<file path="src/rtl/note_judge.sv">
// Per-lane rhythm-game hit judge: note FIFOs, key edge detection, grading, score/combo.
// Optional macro NOTE_JUDGE_STRAY_PENALTY_EN turns stray presses into BOO judgements.
module note_judge #(
  parameter int LANES       = 4,
  parameter int DEPTH       = 8,
  parameter int TIME_W      = 16,
  parameter int WIN_PERFECT = 2,
  parameter int WIN_GOOD    = 6,
  localparam int LW         = (LANES > 1) ? $clog2(LANES) : 1
) (
  input  logic              Clk,
  input  logic              Reset_n,
  input  logic              clear,
  input  logic              frame_tick,
  input  logic              note_valid,
  input  logic [LW-1:0]     note_lane,
  input  logic [TIME_W-1:0] note_time,
  output logic              note_ready,
  input  logic [LANES-1:0]  key_down,
  output logic              judge_valid,
  output logic [LW-1:0]     judge_lane,
  output logic [1:0]        judge_grade,
  output logic [TIME_W-1:0] now_frame,
  output logic [19:0]       score,
  output logic [9:0]        combo,
  output logic [9:0]        max_combo
);
  localparam int AW = $clog2(DEPTH);
  localparam logic [1:0] G_MISS = 2'd0, G_GOOD = 2'd1, G_PERFECT = 2'd2, G_BOO = 2'd3;

  // Handshake: a note is accepted on a clock edge where note_valid && note_ready;
  // note_ready depends only on the fullness of the lane addressed by note_lane.

  logic [TIME_W-1:0]        mem_q [LANES][DEPTH];
  logic [AW:0]              rd_q [LANES];
  logic [AW:0]              wr_q [LANES];
  logic [AW:0]              rd_d [LANES];
  logic [AW:0]              wr_d [LANES];
  logic [LANES-1:0]         key_q, key_qq, press_q, press_d, miss_q, miss_d;
  logic [TIME_W-1:0]        now_q, now_d, now_inc;
  logic                     jv_q, jv_d;
  logic [LW-1:0]            jl_q, jl_d;
  logic [1:0]               jg_q, jg_d, grade;
  logic [19:0]              score_q, score_d;
  logic [20:0]              score_sum;
  logic [9:0]               combo_q, combo_d, maxc_q, maxc_d;
  logic [LANES-1:0]         empty, full, push, pop, press_clr, miss_clr, miss_set;
  logic [TIME_W-1:0]        head [LANES];
  logic signed [TIME_W-1:0] dnow [LANES];
  logic signed [TIME_W-1:0] dnext [LANES];
  logic                     found;
  logic [LW-1:0]            sel;
  int                       d_sel, a_sel;

  always_comb begin
    now_inc = now_q + TIME_W'(1);
    for (int l = 0; l < LANES; l++) begin
      empty[l] = (rd_q[l] == wr_q[l]);
      full[l]  = (rd_q[l][AW] != wr_q[l][AW]) && (rd_q[l][AW-1:0] == wr_q[l][AW-1:0]);
      head[l]  = mem_q[l][rd_q[l][AW-1:0]];
      // Modular difference reinterpreted as signed makes frame wrap transparent.
      dnow[l]  = $signed(head[l] - now_q);
      dnext[l] = $signed(head[l] - now_inc);
      miss_set[l] = frame_tick && !empty[l] && (int'(dnext[l]) < -WIN_GOOD);
    end
    note_ready = !full[note_lane];
    for (int l = 0; l < LANES; l++)
      push[l] = note_valid && note_ready && (note_lane == LW'(l));
  end

  always_comb begin
    found = 1'b0;
    sel   = '0;
    for (int l = LANES - 1; l >= 0; l--) begin
      if (press_q[l] || miss_q[l]) begin
        found = 1'b1;
        sel   = LW'(l);
      end
    end
    d_sel     = int'(dnow[sel]);
    a_sel     = (d_sel < 0) ? -d_sel : d_sel;
    pop       = '0;
    press_clr = '0;
    miss_clr  = '0;
    jv_d      = 1'b0;
    grade     = G_MISS;
    jl_d      = jl_q;
    jg_d      = jg_q;
    score_d   = score_q;
    score_sum = '0;
    combo_d   = combo_q;
    maxc_d    = maxc_q;
    if (found) begin
      if (press_q[sel]) begin
        press_clr[sel] = 1'b1;
        if (!empty[sel] && a_sel <= WIN_PERFECT) begin
          pop[sel] = 1'b1; jv_d = 1'b1; grade = G_PERFECT;
        end else if (!empty[sel] && a_sel <= WIN_GOOD) begin
          pop[sel] = 1'b1; jv_d = 1'b1; grade = G_GOOD;
        end else begin
`ifdef NOTE_JUDGE_STRAY_PENALTY_EN
          jv_d = 1'b1; grade = G_BOO;
`endif
        end
      end else begin
        // The miss flag is only a hint; the head may have been hit since.
        miss_clr[sel] = 1'b1;
        if (!empty[sel] && d_sel < -WIN_GOOD) begin
          pop[sel] = 1'b1; jv_d = 1'b1; grade = G_MISS;
        end
      end
    end
    if (jv_d) begin
      jl_d = sel;
      jg_d = grade;
      case (grade)
        G_PERFECT, G_GOOD: begin
          score_sum = {1'b0, score_q} + ((grade == G_PERFECT) ? 21'd3 : 21'd1);
          score_d   = score_sum[20] ? '1 : score_sum[19:0];
          combo_d   = (combo_q == '1) ? combo_q : combo_q + 10'd1;
          if (combo_d > maxc_q) maxc_d = combo_d;
        end
        G_MISS, G_BOO: combo_d = '0;
        default: combo_d = combo_q;
      endcase
    end
    for (int l = 0; l < LANES; l++) begin
      rd_d[l] = rd_q[l] + (AW+1)'(pop[l]);
      wr_d[l] = wr_q[l] + (AW+1)'(push[l]);
    end
    // A new edge or tick in the same cycle as service wins over the clear.
    press_d = (press_q & ~press_clr) | (key_q & ~key_qq);
    miss_d  = (miss_q & ~miss_clr) | miss_set;
    now_d   = frame_tick ? now_inc : now_q;
  end

  always_ff @(posedge Clk or negedge Reset_n) begin
    if (!Reset_n) begin
      key_q   <= '0;
      key_qq  <= '0;
      press_q <= '0;
      miss_q  <= '0;
      now_q   <= '0;
      jv_q    <= 1'b0;
      jl_q    <= '0;
      jg_q    <= '0;
      score_q <= '0;
      combo_q <= '0;
      maxc_q  <= '0;
      for (int l = 0; l < LANES; l++) begin
        rd_q[l] <= '0;
        wr_q[l] <= '0;
      end
    end else begin
      key_q  <= key_down;
      key_qq <= key_q;
      if (clear) begin
        press_q <= '0;
        miss_q  <= '0;
        now_q   <= '0;
        jv_q    <= 1'b0;
        jl_q    <= '0;
        jg_q    <= '0;
        score_q <= '0;
        combo_q <= '0;
        maxc_q  <= '0;
        for (int l = 0; l < LANES; l++) begin
          rd_q[l] <= '0;
          wr_q[l] <= '0;
        end
      end else begin
        press_q <= press_d;
        miss_q  <= miss_d;
        now_q   <= now_d;
        jv_q    <= jv_d;
        jl_q    <= jl_d;
        jg_q    <= jg_d;
        score_q <= score_d;
        combo_q <= combo_d;
        maxc_q  <= maxc_d;
        for (int l = 0; l < LANES; l++) begin
          rd_q[l] <= rd_d[l];
          wr_q[l] <= wr_d[l];
        end
      end
    end
  end

  always_ff @(posedge Clk) begin
    for (int l = 0; l < LANES; l++)
      if (push[l] && !clear) mem_q[l][wr_q[l][AW-1:0]] <= note_time;
  end

  assign judge_valid = jv_q;
  assign judge_lane  = jl_q;
  assign judge_grade = jg_q;
  assign now_frame   = now_q;
  assign score       = score_q;
  assign combo       = combo_q;
  assign max_combo   = maxc_q;
endmodule
</file>
<file path="config.mk">
export PLATFORM = sky130hd
export DESIGN_NAME = note_judge
export DESIGN_NICKNAME = d
export VERILOG_FILES = /design/src/rtl/note_judge.sv
export SDC_FILE = /design/constraint.sdc
export NUM_CORES = 1
export LEC_CHECK = 0
export ABC_AREA = 0
export ABC_CLOCK_PERIOD_IN_PS = 7400
export CAP_MARGIN = 10
export CORE_AREA = 2 2 236 238
export DETAILED_ROUTE_END_ITERATION = 10
export DIE_AREA = 0 0 238 240
export DONT_BUFFER_PORTS = 1
export PLACE_DENSITY = 0.76
export SLEW_MARGIN = 20
export SYNTH_ARGS = -nofsm -noshare
export SYNTH_HDL_FRONTEND = slang
export SYNTH_SLANG_ARGS = --single-unit
</file>
<file path="constraint.sdc">
create_clock -name Clk -period 7.4 [get_ports Clk]
set_input_delay 1.48 -clock Clk [delete_from_list [all_inputs] [get_ports Clk]]
set_output_delay 1.48 -clock Clk [all_outputs]
set_load 0.02 [all_outputs]
</file>
Yosys cells after proc, flatten, opt, wreduce, memory -nomap -nowiden
Memories as Yosys holds them, arrays and structs flattened.
Index checks and enable logic that the tools add are counted.

cells by class
  multiplexer cells = 99
  $add $sub $neg = 20
  equality and inequality tests = 19
  order comparisons = 25
  reduce and logical (&&, ||, !) cells = 53
  bitwise logic cells = 17

operator list
  operator                                                          count
  two-way mux 128 bit                                               10
  OR reduction 128 bit                                              3
  two-way mux 16 bit                                                18
  binary-select mux 16 bit (select 3 bit)                           4
  demux 16 bit (select 3 bit)                                       4
  subtractor 16 bit                                                 8
  < comparator 16 x 4 -> 1 bit (second input constant)              5
  two-way mux 20 bit                                                4
  two-way mux 10 bit                                                7
  two-way mux 4 bit                                                 11
  adder 4 x 1 -> 4 bit                                              8
  binary-select mux 16 bit (select 2 bit)                           1
  >= comparator 4 bit (second input constant)                       8
  less-or-equal comparator 32 x 3 -> 1 bit (second input constant)  1
  less-or-equal comparator 32 x 4 -> 1 bit (second input constant)  1
  two-way mux 32 bit                                                1
  negator 16 -> 32 bit                                              1
  NOT 3 -> 4 bit                                                    8
  two-way mux 2 bit                                                 15
  logical AND 1 bit                                                 29
  adder 20 x 2 -> 21 bit                                            1
  one-hot mux 10 bit (2 select lines)                               1
  two-way mux 1 bit                                                 19
  adder 16 x 1 -> 16 bit (second input constant)                    1
  other kinds (26)                                                  64

word-level totals
  output and inout port bits = 62
  register bits after elaboration = 109
  memories kept = 1
  word-level logic and storage cells = 253
  bits in writable memories = 512
  bits of input ports = 27

memory list
  memory  depth  bits a word  rd ports  clocked after Yosys merged registers in  write ports  RTL line  source
  mem_q   4      128          4         0                                        1            34        logic [TIME_W-1:0] mem_q [LANES][DEPTH];

Depth between registers and ports, before layout
  depth after elaboration = 24
  mapped depth = 30
  gate-level depth less buffers = 27

Least setup slack after synthesis
No wires, ideal clock.

  path kind = reg-to-reg
  start point = reg rd_q[0] (netlist bit)
  end point = reg score_q[15] (netlist: score[15])
  period minus slack after synthesis = 7.201 ns
  data required time = 7.266 ns
  arrival time = 7.067 ns
  setup slack = 0.199 ns
  library setup time = 0.134 ns
  stages on the path, launching flop included = 28
  buffers on the path = 2
  cell sequence = dfrtp_1 > clkbuf_1 > buf_1 > mux4_2 > mux2i_1 > ha_1 > inv_1 > fa_1 > a21o_1 > a2111o_1 > a2111oi_0 > o21ai_1 > xor2_1 > o2111ai_1 > nand4bb_1 > or4b_4 > a2111oi_4 > nand3_1 > ha_1 > fa_1 > and4_1 > and3_1 > and2_1 > and4_1 > nand2_1 > nand2b_1 > a31oi_1 > a211oi_1

between the ends
  longest elaborated chain between the ends = 23
  elaborated cells on any way between the ends = 42
  classes of those cells = add/sub (3); order compare (4); eq/ne (3); mux (23); bitwise (1); reduce/logical (8)

RTL lines
  what                                                                         RTL line  source
  start: declaration                                                           35        logic [AW:0] rd_q [LANES];
  start signal: indexed assignment                                             182       rd_q[l] <= rd_d[l];
  NOT 3 -> 4 bit (implied by the code)                                         60        head[l] = mem_q[l][rd_q[l][AW-1:0]];
  binary-select mux 16 bit (select 3 bit)                                      60
  two-way mux 16 bit (implied by the code) (2 in a row)                        60
  subtractor 16 bit                                                            62        dnow[l] = $signed(head[l] - now_q);
  binary-select mux 16 bit (select 2 bit)                                      80        d_sel = int'(dnow[sel]);
  two-way mux 16 bit (implied by the code) (2 in a row)                        80
  negator 16 -> 32 bit / < comparator 16 x 1 -> 1 bit (equally long branches)  81        a_sel = (d_sel < 0) ? -d_sel : d_sel;
  two-way mux 32 bit                                                           81
  [5 not listed]                                                               -
  two-way mux 2 bit                                                            93        if (found) begin
  == test 2 bit                                                                116, 118
  two-way mux 2 bit                                                            118       score_sum = {1'b0, score_q} + ((grade == G_PERFECT) ? 21'd3 : 21'd1);
  adder 20 x 2 -> 21 bit                                                       118
  two-way mux 20 bit                                                           119       score_d = score_sum[20] ? '1 : score_sum[19:0];
  two-way mux 20 bit                                                           116       case (grade)
  two-way mux 20 bit                                                           113       if (jv_d) begin
  two-way mux 20 bit                                                           157       if (clear) begin
  end signal: assignment                                                       178       score_q <= score_d;
  end: declaration                                                             44        logic [19:0] score_q, score_d;

Several ways; a longest one is shown, not always the timed one. The select of a mux whose other input is x is not followed.
A chain may end at the register's enable or synchronous reset.

Final worst setup path
  start point = reg rd_q[0] (netlist bit)
  end point = reg score_q[16] (netlist: score[16])

The elaborated chain is that of the path after synthesis.

==> flow_summary.toml <==
[synthesis]
synth_edf_count = 512
async_reset_ff_frac = 0.176
yosysMostFrequentCell = "edfxtp_1"
avgSynthCellArea_um2 = 14.0
ys_seq_area_frac = 0.575
synth_top_area_frac = 0.488
yosys_warnings = 0
syn_nets = 2445
ys_types = 90
synthFlopType = "edfxtp_1"
yosysTopAreaCell = "edfxtp_1"
yosys-top-cells-area = "edfxtp_1 (49%), mux4_2 (9.2%), dfrtp_1 (8.7%), ha_1 (6.2%), xnor2_1 (2.5%)"
syn-cell-area_um2 = 31500
ys_ff_latch = 621
yosys-top-cells-count = "edfxtp_1 (512), ha_1 (155), nor2_1 (144), mux4_2 (128), dfrtp_1 (109)"
synth_cells = 2254

[drt]
vias_per_cell = 6.66
dr.first_iter.drc_count = 2121
totalWireLength_um = 87800
routed-via-count = 20700
first_pass_iters = 5
drt-wirelength-per-cell_um = 28.3
ant_nets = 0
drc = 0

[cells_and_area]
nFillCells = 3872
syn_to_final_growth_pct = 12.1
layout-drive-gt1-share = 0.193
nets = 2539

[worst_setup_path]
cp_max_fo = 7
arrival_ns = 7.61
reg2regPathDepth = 25
r2r_start = "rd_q[0]$_DFF_PN0_"
start_kind = "flop"
r2r_end = "score[16]$_DFFE_PN0P_"
critPathKind = "flop to flop"
rrSetupSlack_ns = 0.30
crit_required_ns = 7.91
cp-end-kind = "flop"

[job]
drv_cap = 0

[die]
ios = 89
die_h_um = 240
dieArea_um2 = 57100
fp.dieW_um = 238
core_area_um2 = 54700
rows = 86
initial_core_util = 0.576

[sta]
tightest_slew_ns = 1.06
slew_violations = 0
setup_tns_ns = 0
hold_violations = 0
period_share = 0.960
rsz0062_at_grt = "no"
finalSetupViolCount = 0
relSlewSlack = 0.289
min_period_ns = 7.10
skew_ns = 0.0323
fmax_ghz = 0.141

[global_route]
grt_pass1_wl_um = 129000
grt_pass1_vias = 20200
antenna_found_initial = 6
grt-ovfl-total = 0
grt_usage = 0.311
grt_max_degree = 110

[power_and_ir_drop]
p_seq_frac = 0.507
switching_share = 0.224
power_switching_mw = 1.69
peakVddDrop_mv = 0.219
power_density_nw_per_um2 = 214
p_leak_nw = 12.4
total_power_mw = 7.54
clkPwrFrac = 0.425
combinationalPowerShare = 0.068
intPower_mw = 5.85

[run_status]
status = "complete, no violations"

[min_path]
whs_path_depth = 0
worstHoldEndpoint = "key_qq[1]$_DFF_PN0_"
hold_path_class = "flop to flop"
worstHoldStart = "key_q[1]$_DFF_PN0_"

[clock_network]
worstSkewPairLatency_ns = 0.62
cts_buffers = 66
cts_tree = "built"
path_clk_slew_ns = 0.06
root_buffer = "clkbuf_16"
cts.path.max_buffers = 3
htree_levels = 3
cts.sinks = 621

[placement]
hpwlAfterDp_um = 58800
gp_congestion = 1.02
numPortBuffers = 0
==> cell type report <==
cell class	count	area, um^2	share of cell area
Tap cell	704	881	0.0250
Clock buffer	83	1800	0.0510
Sequential cell	621	18100	0.513
Antenna cell	3	7.51	0.000213
Timing Repair Buffer	116	962	0.0273
Multi-Input combinational cell	1481	13000	0.369
Inverter	62	233	0.00660
Clock inverter	35	284	0.00805
==> kinds of logic (layout without fill, tap and decap cells) <==
| kind of cell | Yosys count | after routing | share of synthesized area |
|---|---|---|---|
| AO/OA/AOI/OAI | 387 | 387 | 0.0835 |
| XOR/XNOR | 143 | 143 | 0.0398 |
| adder cells (fa/ha/maj) | 164 | 164 | 0.0673 |
| buffers and inverters | 152 | 296 | 0.0193 |
| flip-flops | 621 | 621 | 0.575 |
| multiplexers | 215 | 215 | 0.121 |
| other | 0 | 3 | 0 |
| AND/OR/NAND/NOR | 572 | 572 | 0.0937 |
==> power groups by stage <==
stage | logic (mW) | registers [mW] | clock network, mW
after global placement | 0.481 | 3.89 | 0
after floorplan | 0.343 | 3.88 | 0
after CTS | 0.491 | 3.82 | 3.24
after global routing | 0.552 | 3.82 | 3.37
after detailed placement | 0.487 | 3.89 | 0
final | 0.514 | 3.82 | 3.20
==> metal layers <==
layer / vias to the layer above / track usage / wire length, um
li1: 8991 / - / -
met1: 10400 / 0.450 / 36400
met3: 170 / 0.0730 / 9170
met5: - / 0 / 34
met2: 1070 / 0.472 / 39300
met4: 6 / 0.0983 / 2800
==> stage by stage <==
stage | instances | hold slack (ns) | util | area, um^2 | worst slack (ns)
2_1_floorplan | 2254 | 0.346 | - | 31500 | 0.199
3_3_place_gp | 2976 | 0.355 | 0.602 | 32900 | 0.160
3_5_place_dp | 2976 | 0.355 | 0.602 | 32900 | 0.00921
4_1_cts | 3094 | 0.361 | 0.641 | 35000 | 0.0603
5_1_grt | 3103 | 0.373 | 0.645 | 35300 | 0.00309
6_report | 3105 | 0.358 | 0.645 | 35300 | 0.299
==> flip-flops by register name, summed over array words and instances (netlist names) <==
signal	flops
mem_q	512
score	20
now_frame	16
rd_q	16
wr_q	16
combo	10
max_combo	10
key_q	4
key_qq	4
miss_q	4
press_q	4
judge_grade	2
judge_lane	2
judge_valid	1
==> worst max path at each step <==
| stage | end | startpoint | cells after the start | slack [ns] |
|---|---|---|---|---|
| 3_3_place_gp | score[15]$_DFFE_PN0P_ | rd_q[0]$_DFF_PN0_ | 24 | 0.16 |
| 3_5_place_dp | score[15]$_DFFE_PN0P_ | rd_q[0]$_DFF_PN0_ | 24 | 0.009 |
| 5_1_grt | score[15]$_DFFE_PN0P_ | rd_q[5]$_DFF_PN0_ | 25 | 0.003 |
| 4_1_cts | score[15]$_DFFE_PN0P_ | rd_q[0]$_DFF_PN0_ | 24 | 0.06 |
| 2_1_floorplan | score[15]$_DFFE_PN0P_ | rd_q[0]$_DFF_PN0_ | 27 | 0.20 |
| 6_report | score[16]$_DFFE_PN0P_ | rd_q[0]$_DFF_PN0_ | 25 | 0.30 |
==> timing repair <==
item / in CTS / in global routing
hold buffers: 0 / 0
gates cloned: 0 / 1
pin swaps: 0 / 6
gates resized for setup: 1 / 37
setup buffers: 0 / 7
endpoints found under the setup margin: 3 / 20
==> layout by cell type, fill, tap and decap left out, drive strengths merged, types with 37 or more instances in the layout <==
| cell type | n |
|---|---|
| and3 | 37 |
| buf | 115 |
| nor2b | 37 |
| mux4 | 128 |
| xor2 | 53 |
| dfrtp | 109 |
| nand2 | 104 |
| edfxtp | 512 |
| a21oi | 99 |
| nand3 | 62 |
| nor3 | 42 |
| nor2 | 146 |
| clkbuf | 84 |
| ha | 155 |
| xnor2 | 90 |
| o21ai | 75 |
| mux2 | 54 |
| inv | 67 |
==> worst max-delay path, cell delays in order (launching register included) <==
cell	delay, ns
dfrtp_2	0.48
buf_4	0.15
mux4_2	0.48
mux2i_1	0.20
inv_1	0.13
fa_1	0.47
a21o_1	0.20
a2111o_1	0.53
a2111oi_4	0.36
o21ai_1	0.13
xor2_1	0.21
o2111ai_1	0.16
nand4bb_4	0.29
or4b_4	0.57
a2111oi_4	0.44
nand3_1	0.17
ha_1	0.27
fa_1	0.39
and4_1	0.19
and3_1	0.20
and2_1	0.16
buf_4	0.14
nand4_1	0.15
buf_4	0.18
nor2_1	0.06
a311oi_1	0.29
Note: power is estimated with default switching activity, not from simulation.
